--- src/rtl/unpool_pkg.sv ---
`default_nettype none
// +----------------------------------------------------------------------+
// | Package   : unpool_pkg                                               |
// | Purpose   : Shared types and constants for the 2x2 max-unpool stage  |
// | Revision  : 1.0 - initial release                                    |
// +----------------------------------------------------------------------+
package unpool_pkg;

  // Output-sequencing states: top-left column, top-right column, bottom row replay.
  typedef enum logic [1:0] {
    TOP_L = 2'd0,
    TOP_R = 2'd1,
    BOT   = 2'd2
  } state_e;

  // Argmax position inside the 2x2 window.
  localparam logic [1:0] IDX_TL = 2'd0;
  localparam logic [1:0] IDX_TR = 2'd1;
  localparam logic [1:0] IDX_BL = 2'd2;
  localparam logic [1:0] IDX_BR = 2'd3;

  // Operating modes.
  localparam int MODE_REPL = 0;
  localparam int MODE_MAX  = 1;

  // Counter width able to address n distinct values, never narrower than 1 bit.
  function automatic int cnt_width(input int n);
    return (n > 1) ? $clog2(n) : 1;
  endfunction

endpackage
`default_nettype wire

--- src/rtl/unpool_row_buf.sv ---
`default_nettype none
// +----------------------------------------------------------------------+
// | Module    : unpool_row_buf                                           |
// | Purpose   : One pooled row of {data, idx} entries; sync write,       |
// |             combinational read, contents deliberately not reset      |
// | Revision  : 1.0 - initial release                                    |
// +----------------------------------------------------------------------+
module unpool_row_buf #(
  parameter int DEPTH  = 8,
  parameter int WIDTH  = 18,
  parameter int ADDR_W = 3
) (
  input  logic              clk,
  input  logic              we_i,
  input  logic [ADDR_W-1:0] waddr_i,
  input  logic [WIDTH-1:0]  wdata_i,
  input  logic [ADDR_W-1:0] raddr_i,
  output logic [WIDTH-1:0]  rdata_o
);

  logic [WIDTH-1:0] mem_q [DEPTH];

  // Capture each accepted pooled sample at its column slot.
  always_ff @(posedge clk) begin
    if (we_i) begin
      mem_q[waddr_i] <= wdata_i;
    end
  end

  assign rdata_o = mem_q[raddr_i];

endmodule
`default_nettype wire

--- src/rtl/max_unpool2.sv ---
`default_nettype none
// +----------------------------------------------------------------------+
// | Module    : max_unpool2                                              |
// | Purpose   : Streaming 2x2 max-unpooling decoder; one pooled value in,|
// |             four raster-ordered output samples out                   |
// | Revision  : 1.0 - initial release                                    |
// +----------------------------------------------------------------------+
module max_unpool2
  import unpool_pkg::*;
#(
  parameter int DATA_WIDTH = 16,
  parameter int POOL_W     = 8,
  parameter int POOL_H     = 8,
  parameter int MODE       = MODE_MAX
) (
  input  logic                  clk,
  input  logic                  rst,
  input  logic                  in_valid,
  output logic                  in_ready,
  input  logic [DATA_WIDTH-1:0] in_data,
  input  logic [1:0]            in_idx,
  output logic                  out_valid,
  input  logic                  out_ready,
  output logic [DATA_WIDTH-1:0] out_data,
  output logic                  out_eol,
  output logic                  out_last
);

  localparam int COL_W  = cnt_width(POOL_W);
  localparam int BCOL_W = cnt_width(2 * POOL_W);
  localparam int ROW_W  = cnt_width(POOL_H);
  localparam int ENT_W  = DATA_WIDTH + 2;

  localparam logic [COL_W-1:0]  COL_LAST  = COL_W'(POOL_W - 1);
  localparam logic [BCOL_W-1:0] BCOL_LAST = BCOL_W'(2 * POOL_W - 1);
  localparam logic [ROW_W-1:0]  ROW_LAST  = ROW_W'(POOL_H - 1);
  localparam bit                REPLICATE = (MODE == MODE_REPL);

  state_e                  state_q;
  logic [COL_W-1:0]        col_q;
  logic [BCOL_W-1:0]       bcol_q;
  logic [ROW_W-1:0]        row_q;
  logic [DATA_WIDTH-1:0]   hold_data_q;
  logic [1:0]              hold_idx_q;
  logic                    out_valid_q;
  logic [DATA_WIDTH-1:0]   out_data_q;
  logic                    out_eol_q;
  logic                    out_last_q;

  logic                    advance;
  logic                    accept;
  logic [COL_W-1:0]        rd_addr;
  logic [ENT_W-1:0]        rd_entry;
  logic [DATA_WIDTH-1:0]   rd_data;
  logic [1:0]              rd_idx;
  logic [1:0]              bot_sel;
  logic                    top_l_keep;
  logic                    top_r_keep;
  logic                    bot_keep;

  // The output register may load whenever it is empty or being drained.
  assign advance  = !out_valid_q || out_ready;
  assign in_ready = (state_q == TOP_L) && advance && !rst;
  assign accept   = in_valid && in_ready;

  // Bottom row replays each buffered entry twice (even then odd column).
  assign rd_addr  = COL_W'(bcol_q >> 1);
  assign rd_data  = rd_entry[ENT_W-1:2];
  assign rd_idx   = rd_entry[1:0];
  assign bot_sel  = bcol_q[0] ? IDX_BR : IDX_BL;

  // Replicate mode passes the value to every position of the window.
  assign top_l_keep = REPLICATE || (in_idx == IDX_TL);
  assign top_r_keep = REPLICATE || (hold_idx_q == IDX_TR);
  assign bot_keep   = REPLICATE || (rd_idx == bot_sel);

  unpool_row_buf #(
    .DEPTH  (POOL_W),
    .WIDTH  (ENT_W),
    .ADDR_W (COL_W)
  ) u_row_buf (
    .clk     (clk),
    .we_i    (accept),
    .waddr_i (col_q),
    .wdata_i ({in_data, in_idx}),
    .raddr_i (rd_addr),
    .rdata_o (rd_entry)
  );

  // Sequencer and registered output beat; nothing moves unless the beat advances.
  always_ff @(posedge clk) begin
    if (rst) begin
      state_q     <= TOP_L;
      col_q       <= '0;
      bcol_q      <= '0;
      row_q       <= '0;
      hold_data_q <= '0;
      hold_idx_q  <= '0;
      out_valid_q <= 1'b0;
      out_data_q  <= '0;
      out_eol_q   <= 1'b0;
      out_last_q  <= 1'b0;
    end else begin
      case (state_q)
        TOP_L: begin
          if (advance) begin
            out_eol_q  <= 1'b0;
            out_last_q <= 1'b0;
            if (accept) begin
              hold_data_q <= in_data;
              hold_idx_q  <= in_idx;
              out_valid_q <= 1'b1;
              out_data_q  <= top_l_keep ? in_data : '0;
              state_q     <= TOP_R;
            end else begin
              // Starved: drop the beat rather than repeat the previous sample.
              out_valid_q <= 1'b0;
            end
          end
        end

        TOP_R: begin
          if (advance) begin
            out_valid_q <= 1'b1;
            out_data_q  <= top_r_keep ? hold_data_q : '0;
            out_last_q  <= 1'b0;
            if (col_q == COL_LAST) begin
              out_eol_q <= 1'b1;
              col_q     <= '0;
              bcol_q    <= '0;
              state_q   <= BOT;
            end else begin
              out_eol_q <= 1'b0;
              col_q     <= col_q + COL_W'(1);
              state_q   <= TOP_L;
            end
          end
        end

        BOT: begin
          if (advance) begin
            out_valid_q <= 1'b1;
            out_data_q  <= bot_keep ? rd_data : '0;
            if (bcol_q == BCOL_LAST) begin
              out_eol_q  <= 1'b1;
              out_last_q <= (row_q == ROW_LAST);
              row_q      <= (row_q == ROW_LAST) ? '0 : row_q + ROW_W'(1);
              bcol_q     <= '0;
              state_q    <= TOP_L;
            end else begin
              out_eol_q  <= 1'b0;
              out_last_q <= 1'b0;
              bcol_q     <= bcol_q + BCOL_W'(1);
            end
          end
        end

        default: begin
          state_q <= TOP_L;
        end
      endcase
    end
  end

  assign out_valid = out_valid_q;
  assign out_data  = out_data_q;
  assign out_eol   = out_eol_q;
  assign out_last  = out_last_q;

endmodule
`default_nettype wire

--- config.mk ---
export PLATFORM = sky130hd
export DESIGN_NAME = max_unpool2
export DESIGN_NICKNAME = d
export VERILOG_FILES = /design/src/rtl/unpool_pkg.sv /design/src/rtl/unpool_row_buf.sv /design/src/rtl/max_unpool2.sv
export SDC_FILE = /design/constraint.sdc
export NUM_CORES = 1
export LEC_CHECK = 0
export BUFFER_PORTS_ARGS = -buffer_cell sky130_fd_sc_hd__clkbuf_2
export CAP_MARGIN = 20
export CORE_ASPECT_RATIO = 2
export CORE_MARGIN = 10
export CORE_UTILIZATION = 35
export CTS_BUF_LIST = sky130_fd_sc_hd__clkbuf_4
export DETAILED_ROUTE_END_ITERATION = 10
export PLACE_DENSITY = 0.6
export REMOVE_ABC_BUFFERS = 1
export SLEW_MARGIN = 20
export SYNTH_ARGS = -nofsm -noshare
export SYNTH_HDL_FRONTEND = slang
export SYNTH_SLANG_ARGS = --single-unit
--- constraint.sdc ---
create_clock -name clk -period 6.3 [get_ports clk]
set_input_delay 0.315 -clock clk [delete_from_list [all_inputs] [get_ports clk]]
set_output_delay 0.315 -clock clk [all_outputs]
set_load 0.01 [all_outputs]
==> results.cfg, run 1 <==
[timing]
fmax_mhz = 329
slew_violations = 0
fin_tns_setup_ns = 0
rsz0062_at_grt = false
setup_viol = 0
finalClockSkew_ns = 0.0177
hold_viol = 0
setup_ws_ns = 3.26
final.min_clock_period_ns = 3.04
slew_headroom_pct = 25.3
worst_slew_pin_slew_ns = 1.12
post-route-period-util_pct = 48.2

[clock_network]
cts-root-buf = clkbuf_4
cts_buffers = 17
cts_buffer_depth = 2
ctsHtreeMaxLevel = 4
insertion_delay_ns = 0.59
path_clk_slew_ns = 0.14
cts_sinks = 196
cts_tree = built

[layout]
areaGrowthSynthToFinish_pct = 9.50
final_common_cell = edfxtp_1
stdcell_area_um2 = 9120
drive_gt1_share_pct = 16.7
nNetsFinal = 682
utilization_pct = 39.1
final_cell_mix = 144 x edfxtp_1, 56 x mux2i_1, 51 x dfxtp_1, 46 x nand2_1, 41 x clkbuf_2

[worst_hold_path]
hold_start = in_data[5]
hold_path_class = in2reg

[yosys]
avgSynthCellArea_um2 = 13.5
yosysSeqAreaShare_pct = 64.4
synth_area_leaders = edfxtp_1 52%, dfxtp_1 13%, mux2i_1 6.7%
syn_inst = 617
yosys_warnings = 0
netlist_area_um2 = 8330
synth_flop_cell = edfxtp_1
synth_top_area_share_pct = 51.9
synth_edf_count = 144
synth_area_leader_cell = edfxtp_1
ys_async_sr_fraction_pct = 0
ys_seq_elements = 196
synth.distinct_cells = 48

[flow_run]
maxCapViolations = 0

[grt]
overflow = 0
antenna_found_initial = 1
grt_pass1_vias = 5308
grt_start_max_net_pins = 82
grt_pass1_wl_um = 31800
grtUsageTotal_pct = 13.9

[detailed_routing]
vias = 5146
antenna_left = 0
route.met2.wl_um = 11500
finalWirelength_um = 20700
detail_route.wl_per_cell_um = 21.8
met3_length_um = 648
drt_iter0_drc = 344
drc = 0
top_layer_used = met4
wl_met1_um = 7710
via_per_inst = 5.43
dr.pass1.iters = 4

[floorplan]
core_um2 = 23300
ioPinCount = 42
die_y_um = 238
dieArea_um2 = 30700
start_util_pct = 35.7
die_x_um = 129
placementRows = 79

[power]
switching_power_w = 0.000569
clockPowerShare_pct = 27.3
finalPower_w = 0.00231
p_per_area_nw_per_um2 = 253
swShare_pct = 24.6
pwr-share-comb_pct = 10.6
ir_worst_vdd_mv = 0.110
power.leakage_nw = 2.92
internal-power_w = 0.00174
seqPwrFrac_pct = 62.2

[setup_path]
r2r-end = u_row_buf.mem_q[3][8]
max_stage_delay_ns = 0.74
slowest_stage = nor3b_2
arrival_ns = 3.34
reg2reg_from = state_q[1]
critPathMaxFanout = 38
crit_required_ns = 6.60
cp.buffers_inverters = 3
cp-endpoint = u_row_buf.mem_q[3][8]
critPathCaptureType = flip-flop
cp_num_cells = 8
path_cells = inv_1, ha_1, nand2_1, nor3_2, buf_4, nand2_1, nor3b_2, buf_4
crit_start = state_q[1]
critPathTopFamily = simple AND/OR/NAND/NOR gates
rrSetupSlack_ns = 3.26
r2r_cells = 8
timing_worst_setup_path_type = reg2reg
start_kind = flip-flop

[placement]
post-place-ws_ns = 3.23
hpwl_um = 13100
postPlaceCellArea_um2 = 8840
place_congestion = 0.774
numPortBuffers = 41

[run_status]
status = completed
-- metal layers --
layer	track usage, %	up-vias
met5	0	-
met4	7.48	0
met3	2.84	35
met2	25.2	116
met1	14.6	2563
li1	-	2432
-- synthesized netlist by cell type, types with 2 or more instances --
library cell  instances
mux2i_1              56
o32ai_2              10
nor3b_1               5
dfxtp_1              52
a221oi_1             17
a21oi_1              26
nor2b_1              37
nand3_1               4
buf_6                 2
nand2b_1             20
o21ai_1              17
o32ai_1               6
clkbuf_1             19
nand2_1              46
and2_1                2
buf_1                 6
o21ai_0               8
inv_1                 5
a22o_1               16
nor2_1               15
nor4b_1               2
nand4_1               2
a211oi_1             32
ha_1                 10
buf_2                14
a21oi_4               2
edfxtp_1            144
mux2_1                2
nor3_1               21
-- cell type report --
class,count,area [um2]
antenna,1,2.50
inverter,5,18.8
tap,283,354
fill,2212,14200
clock buffer,19,143
timing repair buffer,56,323
clock inverter,13,115
multi-input combinational,374,2790
sequential,196,5370
-- state kept, by name, summed over array words and instances (netlist names), named ones only --
register,cells
out_valid,1
bcol_q,4
out_last,1
state_q,2
out_eol,1
u_row_buf.mem_q,144
row_q,3
hold_data_q,16
col_q,3
hold_idx_q,2
out_data,16
-- cell families after synthesis --
logic type | count (synthesis) | share of synthesized area (%)
AO/OA/AOI/OAI | 141 | 13.1
XOR/XNOR | 1 | 0.331
adder cells (fa/ha/maj) | 10 | 1.50
buffers and inverters | 47 | 2.71
flip-flops | 196 | 64.4
multiplexers | 59 | 7.27
AND/OR/NAND/NOR | 163 | 10.6
-- power by group through the flow --
stage               clock, W  combinational, W  sequential, W
global placement           0          0.000236        0.00146
global route        0.000697          0.000270        0.00144
floorplan                  0          0.000143        0.00146
finish              0.000630          0.000244        0.00144
detailed placement         0          0.000243        0.00147
CTS                 0.000652          0.000247        0.00144
-- worst min-delay path by stage --
stage,to,slack (ns),depth (start not counted)
after global routing,u_row_buf.mem_q[0][3],0.03,1
final,u_row_buf.mem_q[4][7],0.06,1
after floorplan,col_q[2],0.38,1
after detailed placement,hold_data_q[11],0.45,2
after CTS,u_row_buf.mem_q[4][7],0.004,1
after global placement,hold_idx_q[1],0.45,2
-- stage by stage --
stage / hold WS, ns / cells
2_1_floorplan: 0.384 / 575
3_3_place_gp: 0.449 / 912
3_5_place_dp: 0.455 / 912
4_1_cts: 0.00428 / 946
5_1_grt: 0.0310 / 947
6_report: 0.0569 / 947
-- timing repair --
action	CTS	global route
buffers inserted	0	0
resized for setup	0	0
endpoints found under the hold margin	1	0
hold buffers	2	0
Note: power is estimated with default switching activity, not from simulation.
==> run 2: changes to the inputs <==
Settings changed: ABC_AREA set to 1.
Clock period 6.3 ns to 2.8 ns, I/O delays scaled along.
==> run 2 against run 1 <==
  * Via count grew 20%
  * Sequential share of layout area shrank 3.5 points
  * Global-route usage fell by 0.94 points
  * Routed wire length is 1.1% higher
  * Critical path type unchanged
  * Largest cell class unchanged
==> results.cfg, run 2 <==
[clock_network]
cts_sinks = 196
cts_tree = built
cts_buffer_depth = 2
cts_buffers = 17
ctsHtreeMaxLevel = 4
post_cts_resized = 0
cts-root-buf = clkbuf_4
insertion_delay_ns = 0.61
path_clk_slew_ns = 0.16

[yosys]
synth_flop_cell = edfxtp_1
ys_async_sr_fraction_pct = 0
ys_seq_elements = 196
synth_top_area_share_pct = 49.9
synth_area_leader_cell = edfxtp_1
synthTopCellsByCount = 149 x nand2_1, 148 x nor2_1, 144 x edfxtp_1
synth_area_leaders = edfxtp_1 50%, dfxtp_1 12%, nand2_1 6.5%
synth.most_common_cell = nand2_1
yosys_warnings = 0
syn_inst = 897
synth_edf_count = 144
yosysSeqAreaShare_pct = 61.9
synth.distinct_cells = 36
avgSynthCellArea_um2 = 9.67
netlist_area_um2 = 8670

[layout]
areaGrowthSynthToFinish_pct = 11.8
final_common_cell = nand2_1
largest_reg_flops = 144
stdcell_area_um2 = 9700
top_register = u_row_buf.mem_q
utilization_pct = 39.7
nNetsFinal = 988
drive_gt1_share_pct = 15.5
final_cell_mix = 149 x nand2_1, 144 x edfxtp_1, 142 x nor2_1, 89 x inv_1, 83 x o21ai_0

[detailed_routing]
drt_iter0_drc = 418
via_per_inst = 4.73
finalWirelength_um = 20900
antenna_left = 0
detail_route.wl_per_cell_um = 16.1
vias = 6151
dr.pass1.iters = 4
drc = 0

[worst_hold_path]
hold_path_class = in2reg

[setup_path]
timing_worst_setup_path_type = reg2reg
arrival_ns = 2.66
critPathMaxFanout = 21
critPathCaptureType = flip-flop
crit_required_ns = 3.12
start_kind = flip-flop

[timing]
worst_slew_pin_slew_ns = 0.705
finalClockSkew_ns = 0.0299
post-route-period-util_pct = 83.8
setup_viol = 0
final.min_clock_period_ns = 2.35
slew_headroom_pct = 53.0
whs_ns = 0.0712
fmax_mhz = 426
slew_violations = 0
setup_ws_ns = 0.453
rsz0062_at_grt = false
hold_viol = 0

[grt]
antenna_found_initial = 1
overflow = 0
grt_pass1_wl_um = 32800
grt_start_max_net_pins = 73
grt_pass1_vias = 5974
grtUsageTotal_pct = 13.0

[floorplan]
start_util_pct = 35.5
die_y_um = 243
core_um2 = 24400
placementRows = 81
die_x_um = 131
dieArea_um2 = 31900
ioPinCount = 42

[power]
ir_worst_vdd_mv = 0.346
p_per_area_nw_per_um2 = 661
power.leakage_nw = 3.70

[placement]
postPlaceCellArea_um2 = 9230
place_congestion = 0.813
hpwl_um = 14400
numPortBuffers = 41
post-place-ws_ns = 0.507

[flow_run]
maxCapViolations = 0

[run_status]
status = completed
## run 2: timing repair
item                                   4_1_cts  5_1_grt
hold buffers                                21        0
endpoints found under the hold margin      160        0
buffers inserted                             0        0
## run 2: per-stage QoR
stage | power, W | instances | setup TNS [ns]
after global routing | 0.00680 | 1301 | 0
after global placement | 0.00503 | 1248 | 0
after CTS | 0.00647 | 1300 | 0
final | 0.00641 | 1301 | 0
after detailed placement | 0.00505 | 1248 | 0
after floorplan | 0.00448 | 849 | -45.01
## run 2: power by group
group,switching (W),internal (W)
clock,0.000968,0.000443
combinational,0.000982,0.000508
sequential,0.000143,0.00336
## run 2: path summary, 6_finish.rpt
check                       from                     to  slack [ns]  depth (start not counted)
hold reg to reg   hold_data_q[6]         hold_data_q[6]        0.46                          2
setup reg to reg      state_q[1]  u_row_buf.mem_q[4][7]        0.45                          9
hold / removal               rst               col_q[1]        0.07                          3
setup / recovery      state_q[1]  u_row_buf.mem_q[4][7]        0.45                          9
## run 2: kinds of logic (layout without fill, tap and decap cells)
group | count (synthesis) | count (layout) | share of synthesized area, %
simple gates | 393 | 393 | 19.5
flops | 196 | 196 | 61.9
compound gates | 156 | 156 | 9.65
buf+inv | 142 | 213 | 7.56
fa+ha+maj | 10 | 10 | 1.44
other cells | 0 | 1 | 0
## run 2: worst max-delay path: stages, from the launching register on
cell and delay (ns):
dfxtp_1 0.38, inv_1 0.13, ha_1 0.18, inv_1 0.08, nor3_2 0.23, nand2_1 0.10, buf_4 0.21, or2_2 0.35
nor2_2 0.13, buf_4 0.25
## run 2: final cells by class
class,count,area (um2)
repair buffers,88,623
clock inverters,14,128
inverters,94,359
fillers,2403,14700
multi-input cells,559,2680
flip-flops and latches,196,5370
clock buffers,17,128
diodes,1,2.50
well taps,332,415
## run 2: routing by layer
metal | track usage, % | up-vias | part of all wire (%)
met2 | 24.0 | 120 | 55
met3 | 2.54 | 23 | 3.8
met5 | 0 | - | 0
met1 | 14.3 | 2907 | 40
li1 | - | 3101 | -
met4 | 4.67 | 0 | 1.6
